File: src/rtl/alu_pkg.sv
// -----------------------------------------------------------------------------
// alu_pkg
// Shared definitions for the ALU result -> BCD conversion block.
//   - state_t     : conversion FSM states (IDLE / SHIFT / DONE)
//   - ALU_WIDTH   : width of the ALU result word
//   - BCD_DIGITS  : number of packed BCD digits presented to the display
//   - bcd_fits()  : true when DIGITS decimal digits can hold any WIDTH-bit value
// Optional feature macro used by the block: ALU_BCD_SIGNED_EN.
// -----------------------------------------------------------------------------
package alu_pkg;

    localparam int ALU_WIDTH  = 16;
    localparam int BCD_DIGITS = 5;

    typedef enum logic [1:0] {
        IDLE  = 2'd0,
        SHIFT = 2'd1,
        DONE  = 2'd2
    } state_t;

    // Elaboration-time sanity check: 10^digits must exceed 2^width.
    function automatic bit bcd_fits(input int width, input int digits);
        longint unsigned pow10;
        longint unsigned pow2;
        pow10 = 1;
        pow2  = 1;
        for (int i = 0; i < digits; i++) pow10 = pow10 * 10;
        for (int i = 0; i < width; i++)  pow2  = pow2 * 2;
        return pow10 > pow2;
    endfunction

endpackage

File: src/rtl/alu_result_bcd_if.sv
// -----------------------------------------------------------------------------
// alu_result_bcd_if
// Bundle between the ALU side (master: issues conversion requests and consumes
// the display result) and the converter (slave).
//   start   : conversion request, sampled only while busy=0
//   din     : ALU result word
//   ovf_in  : ALU overflow flag, captured with din
//   busy    : conversion in progress
//   done    : one-cycle pulse, bcd/neg/err updated in that cycle
//   bcd     : packed BCD, digit 0 (units) in bits [3:0]
//   neg     : result negative (only meaningful with ALU_BCD_SIGNED_EN)
//   err     : captured overflow; bcd forced to zero
// -----------------------------------------------------------------------------
interface alu_result_bcd_if #(
    parameter int WIDTH  = 16,
    parameter int DIGITS = 5
);
    logic                  start;
    logic [WIDTH-1:0]      din;
    logic                  ovf_in;
    logic                  busy;
    logic                  done;
    logic [4*DIGITS-1:0]   bcd;
    logic                  neg;
    logic                  err;

    modport master (
        output start, din, ovf_in,
        input  busy, done, bcd, neg, err
    );

    modport slave (
        input  start, din, ovf_in,
        output busy, done, bcd, neg, err
    );
endinterface

File: src/rtl/bcd_digit_adj.sv
// -----------------------------------------------------------------------------
// bcd_digit_adj
// Combinational double-dabble correction cell: adds 3 to a BCD digit that is
// 5 or more, so that the following left shift carries correctly into the next
// decimal digit.
//   d_i : working digit before the shift
//   d_o : corrected digit
// -----------------------------------------------------------------------------
module bcd_digit_adj (
    input  logic [3:0] d_i,
    output logic [3:0] d_o
);
    always_comb begin
        d_o = d_i;
        if (d_i >= 4'd5) begin
            d_o = d_i + 4'd3;
        end
    end
endmodule

File: src/rtl/alu_result_bcd.sv
// -----------------------------------------------------------------------------
// alu_result_bcd
// Sequential binary-to-BCD converter placed after the 16-bit ALU. A start
// request captures the result word and the overflow flag; a shift-and-add-3
// loop then runs for WIDTH cycles and the packed digits, sign and error flag
// are published with a one-cycle done pulse.
//
// Ports:
//   clk  : rising-edge clock
//   rst  : synchronous, active-high reset (wins over start)
//   bus  : alu_result_bcd_if.slave (start/din/ovf_in in, busy/done/bcd/neg/err out)
//
// Build option:
//   ALU_BCD_SIGNED_EN defined   -> din is two's complement; negative values
//                                  are converted by magnitude and neg is set.
//   ALU_BCD_SIGNED_EN undefined -> din is unsigned; neg is tied low.
// -----------------------------------------------------------------------------
module alu_result_bcd
    import alu_pkg::*;
#(
    parameter int WIDTH  = ALU_WIDTH,
    parameter int DIGITS = BCD_DIGITS
) (
    input  logic            clk,
    input  logic            rst,
    alu_result_bcd_if.slave bus
);

    localparam int CW = $clog2(WIDTH + 1);
    localparam int BW = 4 * DIGITS;

    if (!bcd_fits(WIDTH, DIGITS)) begin : g_bad_cfg
        $error("alu_result_bcd: DIGITS too small for WIDTH");
    end

    state_t          state_q, state_d;
    logic [WIDTH-1:0] sh_q,    sh_d;
    logic [BW-1:0]   wbcd_q,  wbcd_d;
    logic [CW-1:0]   cnt_q,   cnt_d;
    logic            err_lat_q, err_lat_d;
    logic [BW-1:0]   bcd_q,   bcd_d;
    logic            err_q,   err_d;
    logic [BW-1:0]   wbcd_adj;
`ifdef ALU_BCD_SIGNED_EN
    logic            sign_q,  sign_d;
    logic            neg_q,   neg_d;
    logic signed [WIDTH-1:0] din_s;

    assign din_s = $signed(bus.din);
`endif

    // Add-3 correction for every working digit ahead of the shift.
    for (genvar g = 0; g < DIGITS; g++) begin : g_adj
        bcd_digit_adj u_adj (
            .d_i (wbcd_q[4*g +: 4]),
            .d_o (wbcd_adj[4*g +: 4])
        );
    end

    always_comb begin
        state_d   = state_q;
        sh_d      = sh_q;
        wbcd_d    = wbcd_q;
        cnt_d     = cnt_q;
        err_lat_d = err_lat_q;
        bcd_d     = bcd_q;
        err_d     = err_q;
`ifdef ALU_BCD_SIGNED_EN
        sign_d    = sign_q;
        neg_d     = neg_q;
`endif

        case (state_q)
            IDLE, DONE: begin
                state_d = IDLE;
                // DONE also accepts start so conversions can run back to back.
                if (bus.start) begin
                    err_lat_d = bus.ovf_in;
                    wbcd_d    = '0;
                    cnt_d     = '0;
`ifdef ALU_BCD_SIGNED_EN
                    // Negate is a plain WIDTH-bit negate: the most negative
                    // value maps onto its own bit pattern, read as unsigned.
                    if (din_s < 0) begin
                        sh_d   = $unsigned(-din_s);
                        sign_d = 1'b1;
                    end else begin
                        sh_d   = bus.din;
                        sign_d = 1'b0;
                    end
`else
                    sh_d = bus.din;
`endif
                    state_d = bus.ovf_in ? DONE : SHIFT;
                end
            end

            SHIFT: begin
                {wbcd_d, sh_d} = {wbcd_adj, sh_q} << 1;
                cnt_d          = cnt_q + 1'b1;
                if (cnt_q == CW'(WIDTH - 1)) begin
                    state_d = DONE;
                end
            end

            default: state_d = IDLE;
        endcase

        // Published outputs are loaded on the edge that enters DONE so they
        // are already valid while done is high.
        if (state_d == DONE) begin
            bcd_d = err_lat_d ? '0 : wbcd_d;
            err_d = err_lat_d;
`ifdef ALU_BCD_SIGNED_EN
            neg_d = sign_d & ~err_lat_d;
`endif
        end
    end

    always_ff @(posedge clk) begin
        if (rst) begin
            state_q   <= IDLE;
            sh_q      <= '0;
            wbcd_q    <= '0;
            cnt_q     <= '0;
            err_lat_q <= 1'b0;
            bcd_q     <= '0;
            err_q     <= 1'b0;
`ifdef ALU_BCD_SIGNED_EN
            sign_q    <= 1'b0;
            neg_q     <= 1'b0;
`endif
        end else begin
            state_q   <= state_d;
            sh_q      <= sh_d;
            wbcd_q    <= wbcd_d;
            cnt_q     <= cnt_d;
            err_lat_q <= err_lat_d;
            bcd_q     <= bcd_d;
            err_q     <= err_d;
`ifdef ALU_BCD_SIGNED_EN
            sign_q    <= sign_d;
            neg_q     <= neg_d;
`endif
        end
    end

    assign bus.busy = (state_q == SHIFT);
    assign bus.done = (state_q == DONE);
    assign bus.bcd  = bcd_q;
    assign bus.err  = err_q;
`ifdef ALU_BCD_SIGNED_EN
    assign bus.neg  = neg_q;
`else
    assign bus.neg  = 1'b0;
`endif

endmodule

File: src/flat_wrapper.sv
// flat-port wrapper written by rule: the top's interface ports become plain ports
module alu_result_bcd_flat import alu_pkg::*;
#(
    parameter int WIDTH  = ALU_WIDTH,
    parameter int DIGITS = BCD_DIGITS
)
  (clk, rst, bus_start, bus_din, bus_ovf_in, bus_busy, bus_done, bus_bcd, bus_neg, bus_err);
  alu_result_bcd_if #(.WIDTH(WIDTH), .DIGITS(DIGITS)) bus_i ();
  input  logic clk;
  input  logic rst;
  input wire logic [$bits(bus_i.start)-1:0] bus_start;
  input wire logic [$bits(bus_i.din)-1:0] bus_din;
  input wire logic [$bits(bus_i.ovf_in)-1:0] bus_ovf_in;
  output wire logic [$bits(bus_i.busy)-1:0] bus_busy;
  output wire logic [$bits(bus_i.done)-1:0] bus_done;
  output wire logic [$bits(bus_i.bcd)-1:0] bus_bcd;
  output wire logic [$bits(bus_i.neg)-1:0] bus_neg;
  output wire logic [$bits(bus_i.err)-1:0] bus_err;
  assign bus_i.start = bus_start;
  assign bus_i.din = bus_din;
  assign bus_i.ovf_in = bus_ovf_in;
  assign bus_busy = bus_i.busy;
  assign bus_done = bus_i.done;
  assign bus_bcd = bus_i.bcd;
  assign bus_neg = bus_i.neg;
  assign bus_err = bus_i.err;
  alu_result_bcd #(.WIDTH(WIDTH), .DIGITS(DIGITS)) u_core (.clk(clk), .rst(rst), .bus(bus_i));
endmodule
File: config.mk
export PLATFORM = sky130hd
export DESIGN_NAME = alu_result_bcd_flat
export DESIGN_NICKNAME = d
export VERILOG_FILES = /design/src/rtl/alu_pkg.sv /design/src/rtl/alu_result_bcd_if.sv /design/src/rtl/bcd_digit_adj.sv /design/src/rtl/alu_result_bcd.sv /design/src/flat_wrapper.sv
export SDC_FILE = /design/constraint.sdc
export NUM_CORES = 1
export LEC_CHECK = 0
export CORE_MARGIN = 3
export CORE_UTILIZATION = 62
export DETAILED_ROUTE_END_ITERATION = 8
export DONT_BUFFER_PORTS = 1
export PLACE_DENSITY = 0.78
export SLEW_MARGIN = 20
export SYNTH_ARGS = -nofsm -noshare
export SYNTH_HDL_FRONTEND = slang
export SYNTH_SLANG_ARGS = --single-unit
File: constraint.sdc
create_clock -name clk -period 2.1 [get_ports clk]
set_clock_uncertainty 0.1 [all_clocks]
set_input_delay 0.105 -clock clk [delete_from_list [all_inputs] [get_ports clk]]
set_output_delay 0.105 -clock clk [all_outputs]
set_load 0.01 [all_outputs]
Word-level counts from Yosys, hierarchy flattened
Cells that the tools add are included.

Input bits: 20. Bits in registers: 65. Logic and storage cells: 45. Output and inout bits: 24.

Add/subtract/negate cells: 6. Muxes and demuxes: 18. $lt $le $gt $ge: 5. Reduce and logical (&&, ||, !) cells: 4. Equal/unequal tests: 5.

Operators by type and width (count): $mux 20 (2); $pmux 20 s2 (1); $pmux 16 s2 (1); $ge 4x3->1 const B (5); $add 4x2->4 const B (4); $mux 16 (1); $mux 4 (4); $pmux 5 s2 (1); $mux 2 (3); $add 5x1->5 const B (1); $eq 5x4->1 const B (1); $mux 5 (1); $eq 2x2->1 const B (2); $pmux 2 s2 (1); $add 3x2->3 const B (1); $mux 3 (1); $eq 2x1->1 const B (1); $logic_not 2->1 (1); $mux 1 (2); $ne 2x2->1 const B (1); $reduce_and 2->1 (1); $reduce_bool 2->1 (1); $reduce_or 2->1 (1).

Longest topological paths before layout
Gate-level depths: netlist of the first run.

Depth in word-level cells: 4. Depth in mapped cells: 9. Mapped depth without buffers: 6.

By module
A second synthesis of the first run with hierarchy kept.

Cells, all modules: 359. Area total of the unflattened synthesis: 3164.3 µm².

By module, submodules not included: alu_result_bcd (times used 1, sequential area each 1301.2 µm², cells an instance 279, area an instance 2657.5 µm²); bcd_digit_adj (times used 5, sequential area each 0.0 µm², cells an instance 16, area an instance 101.3 µm²).

Least setup slack after synthesis of the first run
No wires, ideal clock.

Path kind: reg2reg. Start point: register u_core.cnt_q[0]. End point: register u_core.bcd_q[10], in the netlist u_core.bus.bcd[10]. Data arrival time: 1469 ps. Period minus slack after synthesis: 1686 ps. Required time: 1883 ps. Setup time: 117 ps. Path slack: 414 ps. Path buffers: 1. Cell stages (with the launch flop): 7. Cell sequence: dfxtp_1 > ha_1 > and3_1 > ha_1 > nor3b_2 > buf_2 > a22o_1.

Longest elaborated chain between the ends: 4.

RTL lines: start: declaration (RTL line alu_result_bcd.sv:39) `logic [CW-1:0] cnt_q, cnt_d;`; start signal: assignment (RTL line alu_result_bcd.sv:137) `cnt_q <= cnt_d;`; $eq 5x4->1 (RTL line alu_result_bcd.sv:101) `if (cnt_q == CW'(WIDTH - 1)) begin`; $mux 2 (RTL line alu_result_bcd.sv:101); $pmux 2 s2 (RTL line alu_result_bcd.sv:73) `case (state_q)`; $eq 2x2->1 (RTL line alu_result_bcd.sv:111) `if (state_d == DONE) begin`; end signal: assignment (RTL line alu_result_bcd.sv:127) `bcd_q <= '0;`; end signal: assignment (RTL line alu_result_bcd.sv:139) `bcd_q <= bcd_d;`; end: declaration (RTL line alu_result_bcd.sv:41) `logic [BW-1:0] bcd_q, bcd_d;`.

Every way passes these cells. A chain may end at the register's enable or synchronous reset.

Worst setup path after layout of the first run
Start point: register u_core.cnt_q[0]. End point: register u_core.bcd_q[12], in the netlist u_core.bus.bcd[12].

The elaborated chain is that of the path after synthesis.

==> results of run 1 <==
sequential cells by signal, indices dropped and copies added (netlist names):
name / count
u_core.bus.bcd: 20
u_core.state_q: 2
u_core.bus.err: 1
u_core.sh_q: 16
u_core.wbcd_q: 20
u_core.err_lat_q: 1
u_core.cnt_q: 5
worst max-delay path, stage by stage, from the launching register on:
cell	delay, ps
dfxtp_1	340
ha_1	220
and3_1	180
ha_1	180
buf_4	150
a22o_4	250
nor2_4	100
buf_12	160
o2bb2ai_1	120
cells by family (layout without fill, tap and decap cells):
group | Yosys count | in the layout | synth area share
buf+inv | 31 | 58 | 0.0631
fa+ha+maj | 12 | 12 | 0.0537
other cells | 1 | 1 | 0.00134
flops | 65 | 65 | 0.465
simple gates | 65 | 65 | 0.119
mux | 6 | 6 | 0.0219
xor+xnor | 5 | 5 | 0.0157
compound gates | 102 | 102 | 0.260
final cells by class:
cell class                      count  share of cell area
Multi-Input combinational cell    191               0.411
Sequential cell                    65               0.403
Timing Repair Buffer               30              0.0923
Clock buffer                        9              0.0384
Clock inverter                      7              0.0221
Tap cell                           50              0.0194
Inverter                           12              0.0140
path summary, 6_finish.rpt:
path                         from                  to
hold reg to reg   u_core.sh_q[10]     u_core.sh_q[10]
setup / recovery  u_core.cnt_q[0]  u_core.bus.bcd[12]
setup reg to reg  u_core.cnt_q[0]  u_core.bus.bcd[12]
hold / removal                rst    u_core.wbcd_q[4]
cells in the final DEF, fill, tap and decap left out, drive strengths merged, types with 5 or more instances in the layout:
cell,instances
a21oi,28
a22o,24
a22oi,17
buf,11
clkbuf,9
dfxtp,65
dlygate4sd3,19
ha,12
inv,12
mux2i,5
nand2,23
nand2b,8
nor2,19
nor3b,5
o21ai,9
o2bb2ai,8
xnor2,5
layer usage:
metal / up-vias / wire, µm / global-route usage
li1: 1084 / - / -
met1: 1042 / 2590 / 0.287
met2: 57 / 2900 / 0.407
met3: 9 / 298 / 0.0647
met4: 0 / 78 / 0.111
met5: - / 0 / 0
repair_timing:
item | 4_1_cts | 5_1_grt
endpoints found under the hold margin | 38 | 0
setup endpoints to repair | 0 | 12
resized for setup | 0 | 1
hold buffers | 20 | 0
per-stage QoR:
stage               cell area (µm²)  instances  utilization
finish                         3230        364        0.773
global route                   3230        364        0.773
detailed placement             2820        328        0.675
CTS                            3220        364        0.772
global placement               2820        328        0.675
floorplan                      2800        287            -
power by group:
part           internal [mW]  switching (mW)
clock                  0.544           0.483
combinational         0.0836           0.110
sequential              1.26          0.0192
==> results.sh, run 1 <==
export IMPL_chipWidth_um=73.2
export IMPL_slew_headroom=0.583
export IMPL_yosys_top_cells_count="dfxtp_1, a21oi_1, a22o_1, nand2_1, nor2_1"
export IMPL_grt_start_max_net_pins=33
export IMPL_cts_sinks=65
export IMPL_p_total_mw=2.50
export IMPL_avgSynthCellArea_um2=9.74
export IMPL_cts_tree="yes"
export IMPL_vias=2192
export IMPL_nets=341
export IMPL_crit_type="register to register"
export IMPL_synth_warnings=0
export IMPL_required_ps=2270
export IMPL_start_util=0.670
export IMPL_yosysMostFrequentCell="dfxtp_1"
export IMPL_cts_setup_buffers=0
export IMPL_synth_top_area_cell="dfxtp_1"
export IMPL_place_gp_congestion=0.843
export IMPL_setup_violations=0
export IMPL_grt_pass1_wl_um=10000
export IMPL_final_hold_viol_count=0
export IMPL_cp_max_fo=20
export IMPL_dr_pass1_iters=4
export IMPL_track_usage=0.242
export IMPL_cp_start_kind="register"
export IMPL_r2r_cells=8
export IMPL_routed_wl_um=5860
export IMPL_htreeDepth=3
export IMPL_layout_setup_ws_ps=208
export IMPL_drc_errors=0
export IMPL_fin_tns_setup_ps=0
export IMPL_placementRows=23
export IMPL_outcome="complete, no violations"
export IMPL_clk_latency_ps=340
export IMPL_cts_buffer_depth=2
export IMPL_cts_clk_slew_worst_paths_ps=70
export IMPL_ir_drop_mv=0.580
export IMPL_drt_iter0_markers=116
export IMPL_holdPathStages=4
export IMPL_syn_area_um2=2800
export IMPL_nFillCells=284
export IMPL_antenna_found_initial=0
export IMPL_coreArea_um2=4170
export IMPL_whs_ps=50.4
export IMPL_max_freq_ghz=0.529
export IMPL_drive_gt1_frac=0.105
export IMPL_synthTopCellsByArea="dfxtp_1, a22o_1, ha_1"
export IMPL_synth_top_area_frac=0.465
export IMPL_n_antenna_cell=0
export IMPL_die_h_um=73.2
export IMPL_slew_violations=0
export IMPL_port_buffers=0
export IMPL_rsz0062_at_grt="false"
export IMPL_synth_seq_cells=65
export IMPL_p_leak_nw=1.24
export IMPL_cts_buffers=9
export IMPL_yosysSeqAreaShare=0.465
export IMPL_boundaryPins=44
export IMPL_synth_edff_count=0
export IMPL_synth_cell_types=37
export IMPL_hold_path_class="primary input to register"
export IMPL_wire_per_inst_um=16.1
export IMPL_async_reset_ff_frac=0
export IMPL_rrSetupSlack_ps=210
export IMPL_netlist_instances=287
export IMPL_syn_nets=319
export IMPL_worst_slew_pin_slew_ps=625
export IMPL_p_per_area_nw_per_um2=775
export IMPL_final_antenna_net_count=0
export IMPL_fin_crit_ps=1890
export IMPL_vias_per_cell=6.02
export IMPL_synthFlopType="dfxtp_1"
export IMPL_clk_root_buffer_cell="clkbuf_8"
export IMPL_cap_violations=0
export IMPL_dp_slack_ps=110
export IMPL_regArea_um2=1300
export IMPL_dp_hpwl_um=3770
export IMPL_worstSetupEndpointType="register"
export IMPL_multi_input_area_um2=1330
export IMPL_grt_pass1_vias=2185
export IMPL_area_growth_syn_to_layout_pct=15.4
export IMPL_period_share=0.901
export IMPL_cp_data_arrival_time_ps=2060
export IMPL_die_area_um2=5350
export IMPL_grt_overflow=0
Note: power is estimated with default switching activity, not from simulation.
==> inputs of run 2 (changes only) <==
Settings changed: PLACE_DENSITY 0.78 to 0.74, SKIP_CTS_REPAIR_TIMING set to 1.
==> results.sh, run 2 (synthesized netlist as in run 1, its figures left out) <==
export IMPL_outcome="complete, no violations"
export IMPL_crit_type="register to register"
export IMPL_cts_sinks=65
export IMPL_r2r_start="u_core.cnt_q[0]"
export IMPL_critPathMaxStageDelay_ps=560
export IMPL_cts_clk_slew_worst_paths_ps=60
export IMPL_nFillCells=270
export IMPL_max_freq_ghz=0.513
export IMPL_p_total_mw=2.34
export IMPL_drive_gt1_frac=0.0871
export IMPL_final_antenna_net_count=0
export IMPL_coreArea_um2=4170
export IMPL_cp_data_arrival_time_ps=2130
export IMPL_grt_pass1_wl_um=9400
export IMPL_worstSetupEndpointType="register"
export IMPL_clockPowerShare=0.369
export IMPL_p_seq_frac=0.548
export IMPL_critical_path_most_common_cell="ha_1"
export IMPL_clk_root_buffer_cell="clkbuf_8"
export IMPL_dp_hpwl_um=3820
export IMPL_r2r_cells=5
export IMPL_rrSetupSlack_ps=150
export IMPL_chipWidth_um=73.2
export IMPL_start_util=0.670
export IMPL_p_sw_frac=0.237
export IMPL_p_sw_mw=0.555
export IMPL_routed_wl_um=6000
export IMPL_cap_violations=0
export IMPL_grt_start_max_net_pins=36
export IMPL_holdPathStages=3
export IMPL_port_buffers=0
export IMPL_cp_max_fo=12
export IMPL_worst_slew_pin_slew_ps=590
export IMPL_setup_violations=0
export IMPL_drt_iter0_markers=122
export IMPL_cp_slowest_cell="nor3b_4"
export IMPL_cp_start_kind="register"
export IMPL_rsz0062_at_grt="false"
export IMPL_cts_buffer_depth=2
export IMPL_pwr_share_comb=0.083
export IMPL_cpLargestDelayFamily="simple AND/OR/NAND/NOR gates"
export IMPL_n_antenna_cell=0
export IMPL_boundaryPins=44
export IMPL_die_area_um2=5350
export IMPL_multi_input_area_um2=1330
export IMPL_slew_headroom=0.607
export IMPL_ir_drop_mv=0.852
export IMPL_die_h_um=73.2
export IMPL_required_ps=2280
export IMPL_crit_path_cell_trace="ha_1 > and3_1 > ha_1 > nor3b_4 > a22o_1"
export IMPL_internal_power_mw=1.79
export IMPL_fin_tns_setup_ps=0
export IMPL_hold_path_class="primary input to register"
export IMPL_cts_buffers=9
export IMPL_p_leak_nw=1.22
export IMPL_grt_overflow=0
export IMPL_dr_pass1_iters=4
export IMPL_vias_per_cell=6.03
export IMPL_crit_start="u_core.cnt_q[0]"
export IMPL_placementRows=23
export IMPL_final_hold_viol_count=0
export IMPL_vias=2171
export IMPL_clk_latency_ps=340
export IMPL_nets=340
export IMPL_wire_per_inst_um=16.7
export IMPL_fin_crit_ps=1950
export IMPL_period_share=0.928
export IMPL_grt_pass1_vias=2052
export IMPL_worst_path_stages=5
export IMPL_layout_commonest_cell="dfxtp_1"
export IMPL_cts_tree="yes"
export IMPL_drc_errors=0
export IMPL_slew_violations=0
export IMPL_track_usage=0.231
export IMPL_area_growth_syn_to_layout_pct=13.5
export IMPL_p_per_area_nw_per_um2=737
export IMPL_antenna_found_initial=0
export IMPL_cp_num_buf_inv=0
export IMPL_place_gp_congestion=0.802
export IMPL_layout_common_cells="dfxtp_1, a21oi_1, a22o_1, nand2_1, dlygate4sd3_1"
export IMPL_hp_start="bus_start"
export IMPL_regArea_um2=1300
export IMPL_htreeDepth=3
-- run 2: cell count changes in the layout (fill, tap and decap cells not counted) --
cell / previous run / this run
bufinv_16: 1 / 0
clkinv_2: 2 / 1
clkbuf_1: 0 / 2
buf_4: 9 / 8
clkinvlp_4: 3 / 0
clkinv_4: 1 / 0
clkbuf_8: 9 / 10
-- run 2: power by group through the flow --
stage	logic (mW)	registers [mW]	clock network (mW)
6_report	0.194	1.28	0.864
5_1_grt	0.213	1.29	0.938
4_1_cts	0.148	1.28	0.875
3_5_place_dp	0.147	1.31	0
3_3_place_gp	0.145	1.31	0
2_1_floorplan	0.135	1.30	0
-- run 2: cell type report --
type / instances / share of cell area
multi-input cells: 191 / 0.417
flip-flops and latches: 65 / 0.410
repair buffers: 29 / 0.0914
clock buffers: 12 / 0.0457
well taps: 50 / 0.0197
inverters: 12 / 0.0142
clock inverters: 1 / 0.00158
-- run 2: path summary, 6_finish.rpt --
| kind | to |
|---|---|
| setup / recovery | u_core.bus.bcd[1] |
| hold / removal | u_core.state_q[0] |
| setup reg to reg | u_core.bus.bcd[1] |
| hold reg to reg | u_core.sh_q[10] |
-- run 2: per-layer routing --
| metal | global-route usage | part of all wire | vias to the layer above |
|---|---|---|---|
| li1 | - | - | 1079 |
| met1 | 0.288 | 0.43 | 1009 |
| met2 | 0.358 | 0.47 | 73 |
| met3 | 0.0647 | 0.071 | 10 |
| met4 | 0.127 | 0.020 | 0 |
| met5 | 0 | 0 | - |
-- run 2: stage by stage --
step                      cell area [µm²]  hold slack, ps  utilization  setup slack (ps)  std cells
final                                3170            48.3        0.761               151        360
after global routing                 3170            84.0        0.761              34.6        360
after CTS                            2960            -279        0.709             -53.3        340
after detailed placement             2810            79.0        0.673             -30.5        327
after global placement               2810            77.3        0.673              38.4        327
after floorplan                      2800             141            -               414        287
-- run 2: worst register-to-register path, stage by stage, from the launching register on --
cell and delay (ps):
dfxtp_1 380, ha_1 210, and3_1 170, ha_1 240
nor3b_4 560, a22o_1 240
